<file path="src/rtl/imem_loader.sv">
// rtl/imem_loader.sv - framed byte-stream loader for the CPU instruction memory
// Holds the CPU in reset until a checksummed image is written, then releases it at the frame's PC.
module imem_loader #(
  parameter int unsigned ADDR_W     = 8,
  parameter logic [31:0] DEFAULT_PC = 32'h0
) (
  input  logic              CLK,
  input  logic              RST,
  input  logic              byte_valid,
  input  logic [7:0]        byte_data,
  output logic              byte_ready,
  output logic              mem_we,
  output logic [ADDR_W-1:0] mem_addr,
  output logic [31:0]       mem_wdata,
  output logic              cpu_rst,
  output logic [31:0]       outside_pc,
  output logic              loading,
  output logic              done,
  output logic              err
);
  typedef enum logic [2:0] {S_IDLE, S_PC, S_CNT, S_DATA, S_CHK, S_RUN, S_ERR} state_t;

  localparam logic [16:0] CAPACITY = 17'd1 << ADDR_W;

  state_t              state_q, state_d;
  logic [1:0]          byte_cnt_q, byte_cnt_d;
  logic [31:0]         shift_q, shift_d;
  logic [31:0]         pc_shadow_q, pc_shadow_d;
  logic [15:0]         words_q, words_d;
  logic [7:0]          chk_q, chk_d;
  logic                mem_we_q, mem_we_d;
  logic [ADDR_W-1:0]   mem_addr_q, mem_addr_d;
  logic [31:0]         mem_wdata_q, mem_wdata_d;
  logic [31:0]         outside_pc_q, outside_pc_d;

  logic                acc;
  logic [31:0]         shifted;
  logic [15:0]         n_full;

  assign acc     = byte_valid && byte_ready;
  assign shifted = {shift_q[23:0], byte_data};
  assign n_full  = {shift_q[7:0], byte_data};

  always_ff @(posedge CLK) begin
    if (!RST) begin
      state_q      <= S_IDLE;
      byte_cnt_q   <= 2'd0;
      shift_q      <= 32'd0;
      pc_shadow_q  <= 32'd0;
      words_q      <= 16'd0;
      chk_q        <= 8'd0;
      mem_we_q     <= 1'b0;
      mem_addr_q   <= '0;
      mem_wdata_q  <= 32'd0;
      outside_pc_q <= DEFAULT_PC;
    end else begin
      state_q      <= state_d;
      byte_cnt_q   <= byte_cnt_d;
      shift_q      <= shift_d;
      pc_shadow_q  <= pc_shadow_d;
      words_q      <= words_d;
      chk_q        <= chk_d;
      mem_we_q     <= mem_we_d;
      mem_addr_q   <= mem_addr_d;
      mem_wdata_q  <= mem_wdata_d;
      outside_pc_q <= outside_pc_d;
    end
  end

  always_comb begin
    state_d = state_q;
    if (acc) begin
      case (state_q)
        S_IDLE: if (byte_data == 8'hA5) state_d = S_PC;
        S_PC:   if (byte_cnt_q == 2'd3) state_d = S_CNT;
        S_CNT: begin
          if (byte_cnt_q == 2'd1) begin
            if (n_full == 16'd0)                state_d = S_CHK;
            else if ({1'b0, n_full} > CAPACITY) state_d = S_ERR;
            else                                state_d = S_DATA;
          end
        end
        S_DATA: if (byte_cnt_q == 2'd3 && words_q == 16'd1) state_d = S_CHK;
        S_CHK:  state_d = (byte_data == chk_q) ? S_RUN : S_ERR;
        default: state_d = state_q;
      endcase
    end
  end

  always_comb begin
    byte_cnt_d   = byte_cnt_q;
    shift_d      = shift_q;
    pc_shadow_d  = pc_shadow_q;
    words_d      = words_q;
    chk_d        = chk_q;
    mem_we_d     = 1'b0;
    mem_addr_d   = mem_we_q ? mem_addr_q + ADDR_W'(1) : mem_addr_q;
    mem_wdata_d  = mem_wdata_q;
    outside_pc_d = outside_pc_q;
    if (acc) begin
      case (state_q)
        S_IDLE: begin
          if (byte_data == 8'hA5) begin
            chk_d      = 8'd0;
            mem_addr_d = '0;
            byte_cnt_d = 2'd0;
          end
        end
        S_PC, S_CNT, S_DATA: begin
          chk_d      = chk_q ^ byte_data;
          shift_d    = shifted;
          byte_cnt_d = byte_cnt_q + 2'd1;
          if (state_q == S_PC && byte_cnt_q == 2'd3) pc_shadow_d = shifted;
          if (state_q == S_CNT && byte_cnt_q == 2'd1) begin
            words_d    = n_full;
            byte_cnt_d = 2'd0;
          end
          if (state_q == S_DATA && byte_cnt_q == 2'd3) begin
            mem_we_d    = 1'b1;
            mem_wdata_d = shifted;
            words_d     = words_q - 16'd1;
          end
        end
        S_CHK: if (byte_data == chk_q) outside_pc_d = pc_shadow_q;
        default: ;
      endcase
    end
  end

  always_comb begin
    byte_ready = (state_q != S_RUN) && (state_q != S_ERR);
    cpu_rst    = (state_q != S_RUN);
    done       = (state_q == S_RUN);
    err        = (state_q == S_ERR);
    loading    = (state_q == S_PC) || (state_q == S_CNT) || (state_q == S_DATA) || (state_q == S_CHK);
  end

  assign mem_we     = mem_we_q;
  assign mem_addr   = mem_addr_q;
  assign mem_wdata  = mem_wdata_q;
  assign outside_pc = outside_pc_q;
endmodule
</file>
<file path="config.mk">
export PLATFORM = sky130hd
export DESIGN_NAME = imem_loader
export DESIGN_NICKNAME = d
export VERILOG_FILES = /design/src/rtl/imem_loader.sv
export SDC_FILE = /design/constraint.sdc
export NUM_CORES = 1
export LEC_CHECK = 0
export CAP_MARGIN = 20
export CORE_AREA = 2 2 107 109
export CTS_BUF_LIST = sky130_fd_sc_hd__clkbuf_2 sky130_fd_sc_hd__clkbuf_4 sky130_fd_sc_hd__clkbuf_8
export DETAILED_ROUTE_END_ITERATION = 7
export DIE_AREA = 0 0 109 111
export PLACE_DENSITY = 0.85
export SLEW_MARGIN = 15
export SYNTH_ARGS = -nofsm -noshare
export SYNTH_HDL_FRONTEND = slang
export SYNTH_SLANG_ARGS = --single-unit
</file>
<file path="constraint.sdc">
create_clock -name CLK -period 3.4 [get_ports CLK]
set_input_delay 0.85 -clock CLK [delete_from_list [all_inputs] [get_ports CLK]]
set_output_delay 0.85 -clock CLK [all_outputs]
set_load 0.1 [all_outputs]
</file>
== Yosys cells after proc, flatten, opt, wreduce, memory -nomap -nowiden ==
Cells that the tools add are included.

* Register bits: 158
* Input port bits: 11
* Logic and storage cells: 75

* Muxes and demuxes: 20
* Bitwise operators: 1
* Equal/unequal tests: 17
* Reduce and logical (&&, ||, !) cells: 23
* Add/subtract/negate cells: 3
* Magnitude comparators: 1

{| class="wikitable"
|+ Operators by type and width
! cell !! number
|-
| 8-bit 2-to-1 mux || 5
|-
| 16-bit 2-to-1 mux || 2
|-
| 3-bit 2-to-1 mux || 6
|-
| 3-bit AND reduction || 6
|-
| 16-bit by 1-bit == test with 1-bit output (second input constant) || 1
|-
| 16-bit by 9-bit > comparator with 1-bit output (second input constant) || 1
|-
| 16-bit logical NOT || 1
|-
| 8-bit case mux with 2 select lines || 1
|-
| 16-bit by 1-bit subtractor with 16-bit output (second input constant) || 1
|-
| 3-bit case mux with 5 select lines || 1
|-
| 3-bit == test (second input constant) || 3
|-
| 8-bit by 1-bit adder with 8-bit output (second input constant) || 1
|-
| 8-bit == test || 1
|-
| 8-bit == test (second input constant) || 1
|-
| 2-bit != test (second input constant) || 4
|-
| 8-bit XOR || 1
|-
| 3-bit by 2-bit == test with 1-bit output (second input constant) || 2
|-
| 1-bit logical AND || 6
|-
| 2-bit 2-to-1 mux || 3
|-
| 3-bit != test (second input constant) || 2
|-
| 6-bit AND reduction || 1
|-
| 5-bit nonzero test || 1
|-
| 2-bit case mux with 2 select lines || 1
|-
| 2-bit nonzero test || 2
|-
| other kinds (9) || 11
|}

== Depth between registers and ports, before layout ==
Gate-level depths: netlist of the first run.

* Word-level depth: 5
* Mapped depth: 8
* Depth with buffers taken out: 7

== Worst setup path after synthesis of the first run ==
No wires, ideal clock.

* Path type: reg2out
* Start point: register state_q[0]
* End point: output port byte_ready
* Path buffers: 1
* Arrival time: 3.390 ns
* Stages on the path, launching flop included: 6
* Slack: -0.840 ns
* Cells stage by stage: dfxtp_1 -> clkbuf_2 -> nor2b_1 -> nand2_1 -> inv_1 -> nor2_1

* Cells in the longest elaborated chain, start to end: 2
* Elaborated cells between the ends (all ways): 3
* Classes of those cells: 2 x eq/ne; 1 x reduce/logical

{| class="wikitable"
|+ RTL lines
! item !! line !! text
|-
| from (decl) || 25 || <nowiki>state_t state_q, state_d;</nowiki>
|-
| from (signal assigned) || 57 || <nowiki>state_q <= state_d;</nowiki>
|-
| 3-bit != test || n/a ||
|-
| named net cpu_rst || 15 || <nowiki>output logic cpu_rst,</nowiki>
|-
| 1-bit logical AND || 131 || <nowiki>byte_ready = (state_q != S_RUN) && (state_q != S_ERR);</nowiki>
|-
| to (decl) || 11 || <nowiki>output logic byte_ready,</nowiki>
|}

The timed path passes the listed nets, and every way through them passes these cells.

== Final worst setup path of the first run ==
* Start point: register state_q[0]
* End point: output port done

* Cells in the longest elaborated chain, start to end: 1

{| class="wikitable"
|+ RTL lines
! item !! line !! text
|-
| 3-bit == test || 133 || <nowiki>done = (state_q == S_RUN);</nowiki>
|-
| to (decl) || 18 || <nowiki>output logic done,</nowiki>
|}

No other way between the ends.

==> metrics, run 1 <==
vias in the first global route 5444; sequential area share after synthesis 49.15%; fin crit period 2.855 ns; average vias per placed instance 5.771; worst skew pair latency 0.45 ns; final wirelength 16140 µm; clock skew 0.01302 ns; Lkg Pwr 0.003077 µW; hpwl dp 10900 µm; first-pass GRT wire length 26040 µm; Critical Path AT 2.00 ns; Setup crit start kind register; GRT overflow 0; FF-to-FF path depth 6; via count 5858; Final Power 3410 µW; area of the core 0.01108 mm²; Synth Warn # 0; Post-CTS Setup Inserts 0; largest net degree at the start of global routing 67; CTS tree yes; CP Launch Point state_q[0]; required time of the critical path 2.55 ns; FFs w/ async S/R, synth 0%; Resized cells post-CTS 0; Peak Freq 350.3 MHz; final cell count without fillers 1015; most common cell after layout, fill and taps aside nand2_1; critical path endpoint category output port; FF-to-FF setup slack 0.97 ns; number of top-level pins 89; HP Start pc_shadow_q[2]; RR Endpoint mem_wdata[12]; final setup fails 0; layout cells sized above 1 17.20%; Clk pin slew, worst setup/hold paths 0.08 ns; max-cap viol count 0; final max-slew violation count 0; placed instance count 985; WS Path Type register to output port; clock buffer count from CTS 17; setup TNS 0 ns; nets 875; Hold-fix buffers, CTS 0; Hold Path End pc_shadow_q[2]; P per Cell Area 445.0 mW/mm²; initial antenna violation count 0; synthesized flop and latch total 158; Synth Instances 790; Min-Delay Path Depth 2; RSZ-0062 raised after global routing no; Syn Area/Cell 8.145 µm²; Die Area 0.01210 mm²; CTS Sinks 158; drt first pass iters 5; Area growth syn-to-layout 19.07%; normalized max-slew margin 41.27%; Hold WC Path Type register to register; crit share post-route 83.96%; clk root buf clkbuf_8; die height 111 µm; FP Rows 39; most frequent cells in the layout nand2_1, dfxtp_1, a21oi_1; GRT Util Overall 27.04%; Starting Density 58.09%; PortBufs 88; number of H-tree levels 4; ant diodes 0; mapped cell area 0.006435 mm²; Mapped Nets 804; Worst-Margin Slew 0.8729 ns; Critical R2R Launch state_q[1]; Die Width 109 µm; Max Root-Sink Buffers 2; Post-synth top flop dfxtp_1; Remaining DRCs 0; antenna viol nets, final 0; Worst VDD drop 285.0 µV; first-iteration detailed-routing DRC count 604; crit-path max FO 16; routability congestion estimate 0.8999; Hold Violations, Final 0; outcome finished, final reports clean; WL per Instance 15.90 µm; Synth cell types 63; Post-synth EDFFs 0
-- state kept, by name, summed over array words and instances (netlist names) --
| signal | count |
|---|---|
| mem_wdata | 32 |
| outside_pc | 32 |
| pc_shadow_q | 32 |
| shift_q | 24 |
| words_q | 16 |
| chk_q | 8 |
| mem_addr | 8 |
| state_q | 3 |
| byte_cnt_q | 2 |
| mem_we | 1 |
-- synth_stat cells, drive strengths merged, types with 2 or more instances --
cell / count / area share, %
a21o: 3 / 0.35
xnor2: 5 / 0.68
o21bai: 2 / 0.23
and3: 2 / 0.19
a21boi: 2 / 0.23
and3b: 2 / 0.27
o21a: 2 / 0.23
xor2: 12 / 1.6
or2: 8 / 0.78
dfxtp: 158 / 49
o21ai: 29 / 2.3
nand4: 6 / 0.68
nand3: 5 / 0.39
nand2: 202 / 12
nor4: 7 / 0.78
or4: 3 / 0.41
buf: 18 / 1.7
a21oi: 120 / 9.3
inv: 5 / 0.29
nor2: 68 / 4.0
o211ai: 2 / 0.23
a31oi: 3 / 0.29
o22ai: 2 / 0.19
nand3b: 5 / 0.58
nand4b: 3 / 0.41
nor3: 9 / 0.78
ha: 3 / 0.58
and2: 8 / 0.78
clkbuf: 36 / 2.1
nor2b: 7 / 0.68
mux2i: 33 / 5.1
-- how the worst max path moves through the flow --
stage          cells after the start  slack [ns]          to
2_1_floorplan                      5        0.24  byte_ready
3_3_place_gp                       6        0.46  state_q[0]
3_5_place_dp                       6        0.41  state_q[0]
4_1_cts                            4        0.55        done
5_1_grt                            4        0.45        done
6_report                           4        0.55        done
-- per-stage QoR --
stage / hold WS (ns) / cell area [µm²] / utilization (%) / worst slack (ns)
after floorplan: 0.4357 / 6449 / - / 0.2362
after global placement: 0.4426 / 7238 / 65.35 / 0.4562
after detailed placement: 0.4476 / 7238 / 65.35 / 0.4113
after CTS: 0.4592 / 7662 / 69.17 / 0.5502
after global routing: 0.4740 / 7662 / 69.17 / 0.4493
final: 0.4589 / 7662 / 69.17 / 0.5454
-- logic make-up (layout without fill, tap and decap cells) --
| family | Yosys count | count (layout) | synth area share (%) |
|---|---|---|---|
| AND/OR/NAND/NOR | 341 | 341 | 23.26 |
| AO/OA/AOI/OAI | 178 | 178 | 15.30 |
| flip-flops | 158 | 158 | 49.15 |
| buffers and inverters | 59 | 141 | 4.083 |
| multiplexers | 34 | 34 | 5.308 |
| XOR/XNOR | 17 | 17 | 2.314 |
| adder cells (fa/ha/maj) | 3 | 3 | 0.5834 |
-- layer usage --
layer / track usage [%] / up-vias / routed length (µm)
li1: - / 2797 / -
met1: 36.12 / 2789 / 6946
met5: 0 / - / 0
met3: 6.290 / 34 / 1180
met4: 9.658 / 0 / 307
met2: 42.61 / 238 / 7701
-- area by class of cell --
class	count	area, µm²
Clock inverter	10	155.1
Multi-Input combinational cell	573	3025
Tap cell	143	178.9
Inverter	5	25.02
Fill cell	840	3415
Sequential cell	158	3163
Clock buffer	20	269.0
Timing Repair Buffer	106	845.8
-- critical path, cell delays in order (launching register included) --
cell        delay, ns
dfxtp_1          0.67
nor2b_1          0.35
nand2_2          0.12
clkinvlp_4       0.12
buf_4            0.29
-- where the power goes --
part | internal [µW] | total [µW] | leakage, µW | switching [µW]
Clock | 782 | 1480 | 0.000213 | 698
Sequential | 1850 | 1850 | 0.00127 | 0.712
Combinational | 26.1 | 80.5 | 0.00159 | 54.4
Total | 2660 | 3410 | 0.00308 | 753
(Power assumes the default switching activity.)
==> run 2: changes to the inputs <==
--- a/config.mk
+++ b/config.mk
@@ -6,11 +6,11 @@
 export NUM_CORES = 1
 export LEC_CHECK = 0
 export CAP_MARGIN = 20
-export CORE_AREA = 2 2 107 109
+export CORE_AREA = 2 2 110 112
 export CTS_BUF_LIST = sky130_fd_sc_hd__clkbuf_2 sky130_fd_sc_hd__clkbuf_4 sky130_fd_sc_hd__clkbuf_8
 export DETAILED_ROUTE_END_ITERATION = 7
-export DIE_AREA = 0 0 109 111
-export PLACE_DENSITY = 0.85
+export DIE_AREA = 0 0 112 114
+export PLACE_DENSITY = 0.81
 export SLEW_MARGIN = 15
 export SYNTH_ARGS = -nofsm -noshare
 export SYNTH_HDL_FRONTEND = slang
==> constraint.sdc (replaced) <==
create_clock -name CLK -period 2.84 [get_ports CLK]
set_input_delay 0.71 -clock CLK [delete_from_list [all_inputs] [get_ports CLK]]
set_output_delay 0.71 -clock CLK [all_outputs]
set_load 0.1 [all_outputs]
==> run 2 against run 1 <==
  * Combinational power is 29% higher
  * Power is 17% higher
  * First-iteration DRC count is 2.6% higher
  * Routed wire length is 0.68% higher
  * Sequential power is 19% higher
  * Flip-flop and latch count stayed put
  * Sequential share of layout area is 0.69 points lower
  * Register-to-register slack worse by 0.21 ns
  * Largest power group unchanged
==> metrics, run 2 (synthesis results as in run 1) <==
outcome finished, final reports clean (unchanged); Hold Violations, Final 0 (unchanged); FILL cells 978 (was 840); fin crit period 2.657 ns; GRT Util Overall 25.62% (was 27.04%); GRT overflow 0 (unchanged); CTS tree yes (unchanged); Max Root-Sink Buffers 2 (unchanged); crit share post-route 93.54%; via count 5790 (was 5858); P per Cell Area 513.2 mW/mm² (was 445.0 mW/mm²); CTS Sinks 158 (unchanged); Die Area 0.01277 mm² (was 0.01210 mm²); setup TNS 0 ns (unchanged); Worst-Margin Slew 0.8971 ns (was 0.8729 ns); Worst VDD drop 371.2 µV (was 285.0 µV); Hold WC Path Type register to register (unchanged); Critical R2R Launch shift_q[4] (was state_q[1]); required time of the critical path 2.13 ns (was 2.55 ns); Top delay family on crit path flip-flops (unchanged); Hold Path End pc_shadow_q[2] (unchanged); final max-slew violation count 0 (unchanged); area of the core 0.01171 mm² (was 0.01108 mm²); min setup slack post-route 0.1834 ns (was 0.5454 ns); Critical Path AT 1.95 ns (was 2.00 ns); nets 884 (was 875); WL per Instance 15.77 µm (was 15.90 µm); HP Start pc_shadow_q[2] (unchanged); average vias per placed instance 5.621 (was 5.771); WS Path Type register to output port (unchanged); layout cells sized above 1 18.35% (was 17.20%); ant diodes 0 (unchanged); Starting Density 54.95% (was 58.09%); RSZ-0062 raised after global routing no (unchanged); largest net degree at the start of global routing 84 (was 67); number of H-tree levels 4 (unchanged); vias in the first global route 5457 (was 5444); normalized max-slew margin 39.64% (was 41.27%); most common cell after layout, fill and taps aside nand2_1 (unchanged); CP max stage delay 0.64 ns (was 0.67 ns); max-cap viol count 0 (unchanged); pre-CTS WS 0.07796 ns (was 0.4113 ns); Die Width 112 µm (was 109 µm); RR Endpoint state_q[2] (was mem_wdata[12]); die height 114 µm (was 111 µm); Remaining DRCs 0 (unchanged); FF-to-FF path depth 5 (was 6); worst skew pair latency 0.45 ns (about the same); number of top-level pins 89 (unchanged); routability congestion estimate 0.9211 (was 0.8999); clock skew 0.01129 ns (was 0.01302 ns); antenna viol nets, final 0 (unchanged); Area growth syn-to-layout 21.14% (was 19.07%); Crit-path slowest cell dfxtp_1 (unchanged); FF-to-FF setup slack 0.76 ns (was 0.97 ns); initial antenna violation count 0 (unchanged); hpwl dp 11320 µm (was 10900 µm); most frequent cells in the layout nand2_1, dfxtp_1, a21oi_1 (unchanged); Lkg Pwr 0.003152 µW (was 0.003077 µW); Clk pin slew, worst setup/hold paths 0.08 ns (about the same); Min-Delay Path Depth 2 (unchanged); Post-CTS Setup Inserts 0 (unchanged); Peak Freq 376.4 MHz; number of cells on the critical path 5 (was 4); Setup crit start kind register (unchanged); worst path cell trace nor2b_1 > nand2_4 > clkinvlp_4 > nor2_4 > buf_4 (was nor2b_1 > nand2_2 > clkinvlp_4 > buf_4); final setup fails 0 (unchanged); crit-path max FO 15 (was 16); FP Rows 40 (was 39); drt first pass iters 6 (was 5); Critical path buffers and inverters 2 (unchanged); final wirelength 16250 µm (was 16140 µm); clk root buf clkbuf_8 (unchanged); first-pass GRT wire length 26540 µm (was 26040 µm); first-iteration detailed-routing DRC count 620 (was 604); PortBufs 88 (unchanged); critical path endpoint category output port (unchanged); clock buffer count from CTS 17 (unchanged)
## run 2: cell types whose count changed in the layout (fill, tap and decap cells not counted)
cell / delta
buf_12: +6
buf_4: +3
bufinv_16: -1
clkinv_2: +4
clkinv_4: -1
dfxtp_1: -1
dfxtp_2: +1
inv_6: +1
inv_8: -1
nand2_2: -1
nand2_4: +1
## run 2: tightest hold or removal path, stage by stage, from the launching register on
cell and delay [ns]:
dfxtp_1 0.31, nand2_1 0.05, a21oi_1 0.05
## run 2: through the flow
stage / std cells / total power [µW] / hold slack (ns) / utilization [%] / instance area [µm²]
floorplan: 790 / 2317 / 0.4357 / - / 6454
CTS: 1030 / 4020 / 0.4589 / 66.55 / 7794
finish: 1030 / 4000 / 0.4578 / 66.56 / 7795
detailed placement: 998 / 2369 / 0.4473 / 63.11 / 7391
global route: 1030 / 4111 / 0.4702 / 66.56 / 7795
global placement: 998 / 2367 / 0.4415 / 63.11 / 7391
## run 2: final cells by class
type	count	area [µm²]	area share, %
well taps	147	183.9	2.360
inverters	5	25.02	0.3210
multi-input cells	573	3030	38.88
flip-flops and latches	158	3164	40.59
clock buffers	20	269.0	3.451
clock inverters	12	133.9	1.717
repair buffers	115	988.4	12.68
## run 2: what timing repair did
item / 4_1_cts / 5_1_grt
hold buffers: 0 / 0
endpoints found under the setup margin: 0 / 1
hold endpoints to repair: 0 / 0
resized for setup: 0 / 1
## run 2: worst max-delay path by stage
stage	startpoint	end
6_report	state_q[1]	byte_ready
5_1_grt	state_q[1]	byte_ready
4_1_cts	state_q[0]	byte_ready
3_5_place_dp	byte_data[1]	state_q[0]
3_3_place_gp	byte_data[1]	state_q[0]
2_1_floorplan	state_q[2]	loading
## run 2: power breakdown
part | total (µW) | internal [µW] | leakage [µW] | switching (µW)
registers | 2210 | 2210 | 0.00127 | 0.817
clock network | 1680 | 846 | 0.000209 | 836
logic | 104 | 36.8 | 0.00167 | 67.6
## run 2: routing by layer
metal  track usage [%]  part of all wire [%]  up-vias  wire length (µm)
li1                  -                     -     2815                 -
met1             34.25                    44     2701              7140
met2             40.53                    46      238              7528
met3             6.217                   7.6       36              1242
met4             9.837                   2.1        0               334
met5                 0                     0        -                 0
==> run 3: changes to the inputs <==
--- a/config.mk
+++ b/config.mk
@@ -6,11 +6,13 @@
 export NUM_CORES = 1
 export LEC_CHECK = 0
 export CAP_MARGIN = 20
-export CORE_AREA = 2 2 110 112
+export CELL_PAD_IN_SITES_DETAIL_PLACEMENT = 1
+export CELL_PAD_IN_SITES_GLOBAL_PLACEMENT = 1
+export CORE_AREA = 2 2 127 129
 export CTS_BUF_LIST = sky130_fd_sc_hd__clkbuf_2 sky130_fd_sc_hd__clkbuf_4 sky130_fd_sc_hd__clkbuf_8
 export DETAILED_ROUTE_END_ITERATION = 7
-export DIE_AREA = 0 0 112 114
-export PLACE_DENSITY = 0.81
+export DIE_AREA = 0 0 129 131
+export PLACE_DENSITY_LB_ADDON = 0.1
 export SLEW_MARGIN = 15
 export SYNTH_ARGS = -nofsm -noshare
 export SYNTH_HDL_FRONTEND = slang
==> run 3 against run 2 <==
  * Final cell count up 7.0%
  * Power up 0.85%
  * Setup slack worse by 0.014 ns
  * Critical path type unchanged
  * Largest cell class unchanged
==> metrics, run 3 (synthesis results as in run 1) <==
Lkg Pwr 0.003157 µW (was 0.003152 µW); Hold WC Path Type register to register (unchanged); worst hold slack 0.4588 ns (was 0.4578 ns); Worst VDD drop 252.1 µV (was 371.2 µV); Starting Density 41.26% (was 54.95%); FP Rows 46 (was 40); clock skew 0.01783 ns (was 0.01129 ns); via count 5723 (was 5790); final max-slew violation count 0 (unchanged); Setup crit start kind register (unchanged); ant diodes 0 (unchanged); FILL cells 1865 (was 978); number of top-level pins 89 (unchanged); most common cell after layout, fill and taps aside nand2_1 (unchanged); first-iteration detailed-routing DRC count 280 (was 620); fin crit period 2.671 ns (was 2.657 ns); CTS tree yes (unchanged); internal power 3070 µW (was 3096 µW); Area growth syn-to-layout 22.83% (was 21.14%); Crit-path slowest cell dfxtp_1 (unchanged); crit share post-route 94.04% (was 93.54%); area of the core 0.01560 mm² (was 0.01171 mm²); met3 Track Usage GR 4.560% (was 6.217%); clk root buf clkbuf_8 (unchanged); worst skew pair latency 0.46 ns (was 0.45 ns); Hold-fix buffers, CTS 0 (unchanged); met2 Use GR 38.10% (was 40.53%); gr busiest metal met2 (unchanged); Sequential Power Share 54.9% (was 55.3%); Psw 964.3 µW (was 904.4 µW); crit-path max FO 15 (unchanged); antenna viol nets, final 0 (unchanged); nets 887 (was 884); P per Cell Area 510.4 mW/mm² (was 513.2 mW/mm²); Top delay family on crit path flip-flops (unchanged); number of H-tree levels 4 (unchanged); CTS Sinks 158 (unchanged); Clk pin slew, worst setup/hold paths 0.09 ns (was 0.08 ns); Critical Path AT 1.96 ns (was 1.95 ns); average vias per placed instance 5.193 (was 5.621); required time of the critical path 2.13 ns (about the same); setup TNS 0 ns (unchanged); critical path endpoint category output port (unchanged); hpwl dp 12990 µm (was 11320 µm); outcome finished, final reports clean (unchanged); worst path cell trace nor2b_1 > and2_1 > nor2_4 > buf_4 (was nor2b_1 > nand2_4 > clkinvlp_4 > nor2_4 > buf_4); die height 131 µm (was 114 µm); largest net degree at the start of global routing 86 (was 84); RSZ-0062 raised after global routing no (unchanged); layout cells sized above 1 18.62% (was 18.35%); switching share of power 23.90% (was 22.61%); normalized max-slew margin 59.65% (was 39.64%); Die Width 129 µm (was 112 µm); WL per Instance 16.92 µm (was 15.77 µm); Worst-Margin Slew 0.6045 ns (was 0.8971 ns); max-cap viol count 0 (unchanged); most frequent cells in the layout nand2_1, dfxtp_1, a21oi_1 (unchanged); final wirelength 18650 µm (was 16250 µm); vias in the first global route 5891 (was 5457); PortBufs 88 (unchanged); met1 Usage GRT 30.41% (was 34.25%); clock group share of total power 42.5% (was 42.0%); Critical path buffers and inverters 1 (was 2); Die Area 0.01690 mm² (was 0.01277 mm²); Logic pwr share 2.6% (about the same); Remaining DRCs 0 (unchanged); Hold Violations, Final 0 (unchanged); GRT overflow 0 (unchanged); WS Path Type register to output port (unchanged); CP max stage delay 0.64 ns (about the same); initial antenna violation count 0 (unchanged); Max Root-Sink Buffers 2 (unchanged); Peak Freq 374.4 MHz (was 376.4 MHz); Post-CTS Setup Inserts 0 (unchanged); clock buffer count from CTS 17 (unchanged); routability congestion estimate 0.8190 (was 0.9211); first-pass GRT wire length 30170 µm (was 26540 µm); GRT Util Overall 22.97% (was 25.62%); drt first pass iters 5 (was 6); final setup fails 0 (unchanged)
## run 3: cell count changes in the layout (fill, tap and decap cells not counted), sizes merged
cell      previous run  this run
clkinv               5         4
inv                  8         9
clkinvlp             2         4
buf                105       108
clkbuf              20        18
## run 3: metrics by stage
| step | util (%) | cell area, µm² | instances | power [µW] | worst slack, ns |
|---|---|---|---|---|---|
| floorplan | - | 6454 | 790 | 2317 | 0.006513 |
| global placement | 48.08 | 7500 | 1070 | 2371 | 0.1579 |
| detailed placement | 48.08 | 7500 | 1070 | 2373 | 0.05293 |
| finish | 50.67 | 7904 | 1102 | 4034 | 0.1691 |
| CTS | 50.67 | 7903 | 1102 | 4079 | 0.02251 |
| global route | 50.67 | 7904 | 1102 | 4187 | 0.02631 |
## run 3: cell type report
class	instances	area [µm²]	area share [%]
well taps	216	270.3	3.419
repair buffers	118	1011	12.79
clock buffers	18	247.7	3.134
flip-flops and latches	158	3164	40.03
clock inverters	14	155.1	1.963
inverters	5	25.02	0.3166
multi-input cells	573	3030	38.34
## run 3: power groups by stage
| stage | clock [µW] | sequential, µW | combinational [µW] |
|---|---|---|---|
| 2_1_floorplan | 0 | 2270 | 51.5 |
| 3_3_place_gp | 0 | 2270 | 105 |
| 3_5_place_dp | 0 | 2270 | 106 |
| 4_1_cts | 1760 | 2210 | 107 |
| 5_1_grt | 1860 | 2210 | 116 |
| 6_report | 1710 | 2210 | 107 |
## run 3: routing by layer
layer	up-vias	share of wire (%)
li1	2820	-
met1	2762	46
met2	131	48
met3	10	5.2
met4	0	0.55
met5	-	0
## run 3: path summary, 6_finish.rpt
check	startpoint	endpoint	slack, ns	cells past startpoint
hold / removal	mem_wdata[25]	mem_wdata[25]	0.46	2
hold reg to reg	mem_wdata[25]	mem_wdata[25]	0.46	2
setup / recovery	state_q[1]	byte_ready	0.17	4
setup reg to reg	shift_q[5]	state_q[2]	0.73	5
## run 3: worst min-delay path, cell delays in order, from the launching register on
cell and delay, ns:
dfxtp_1 0.32, nand2_1 0.05, a21oi_1 0.05
## run 3: what timing repair did
item | CTS | global route
resized for setup | 0 | 1
hold endpoints to repair | 0 | 0
endpoints found under the setup margin | 0 | 1
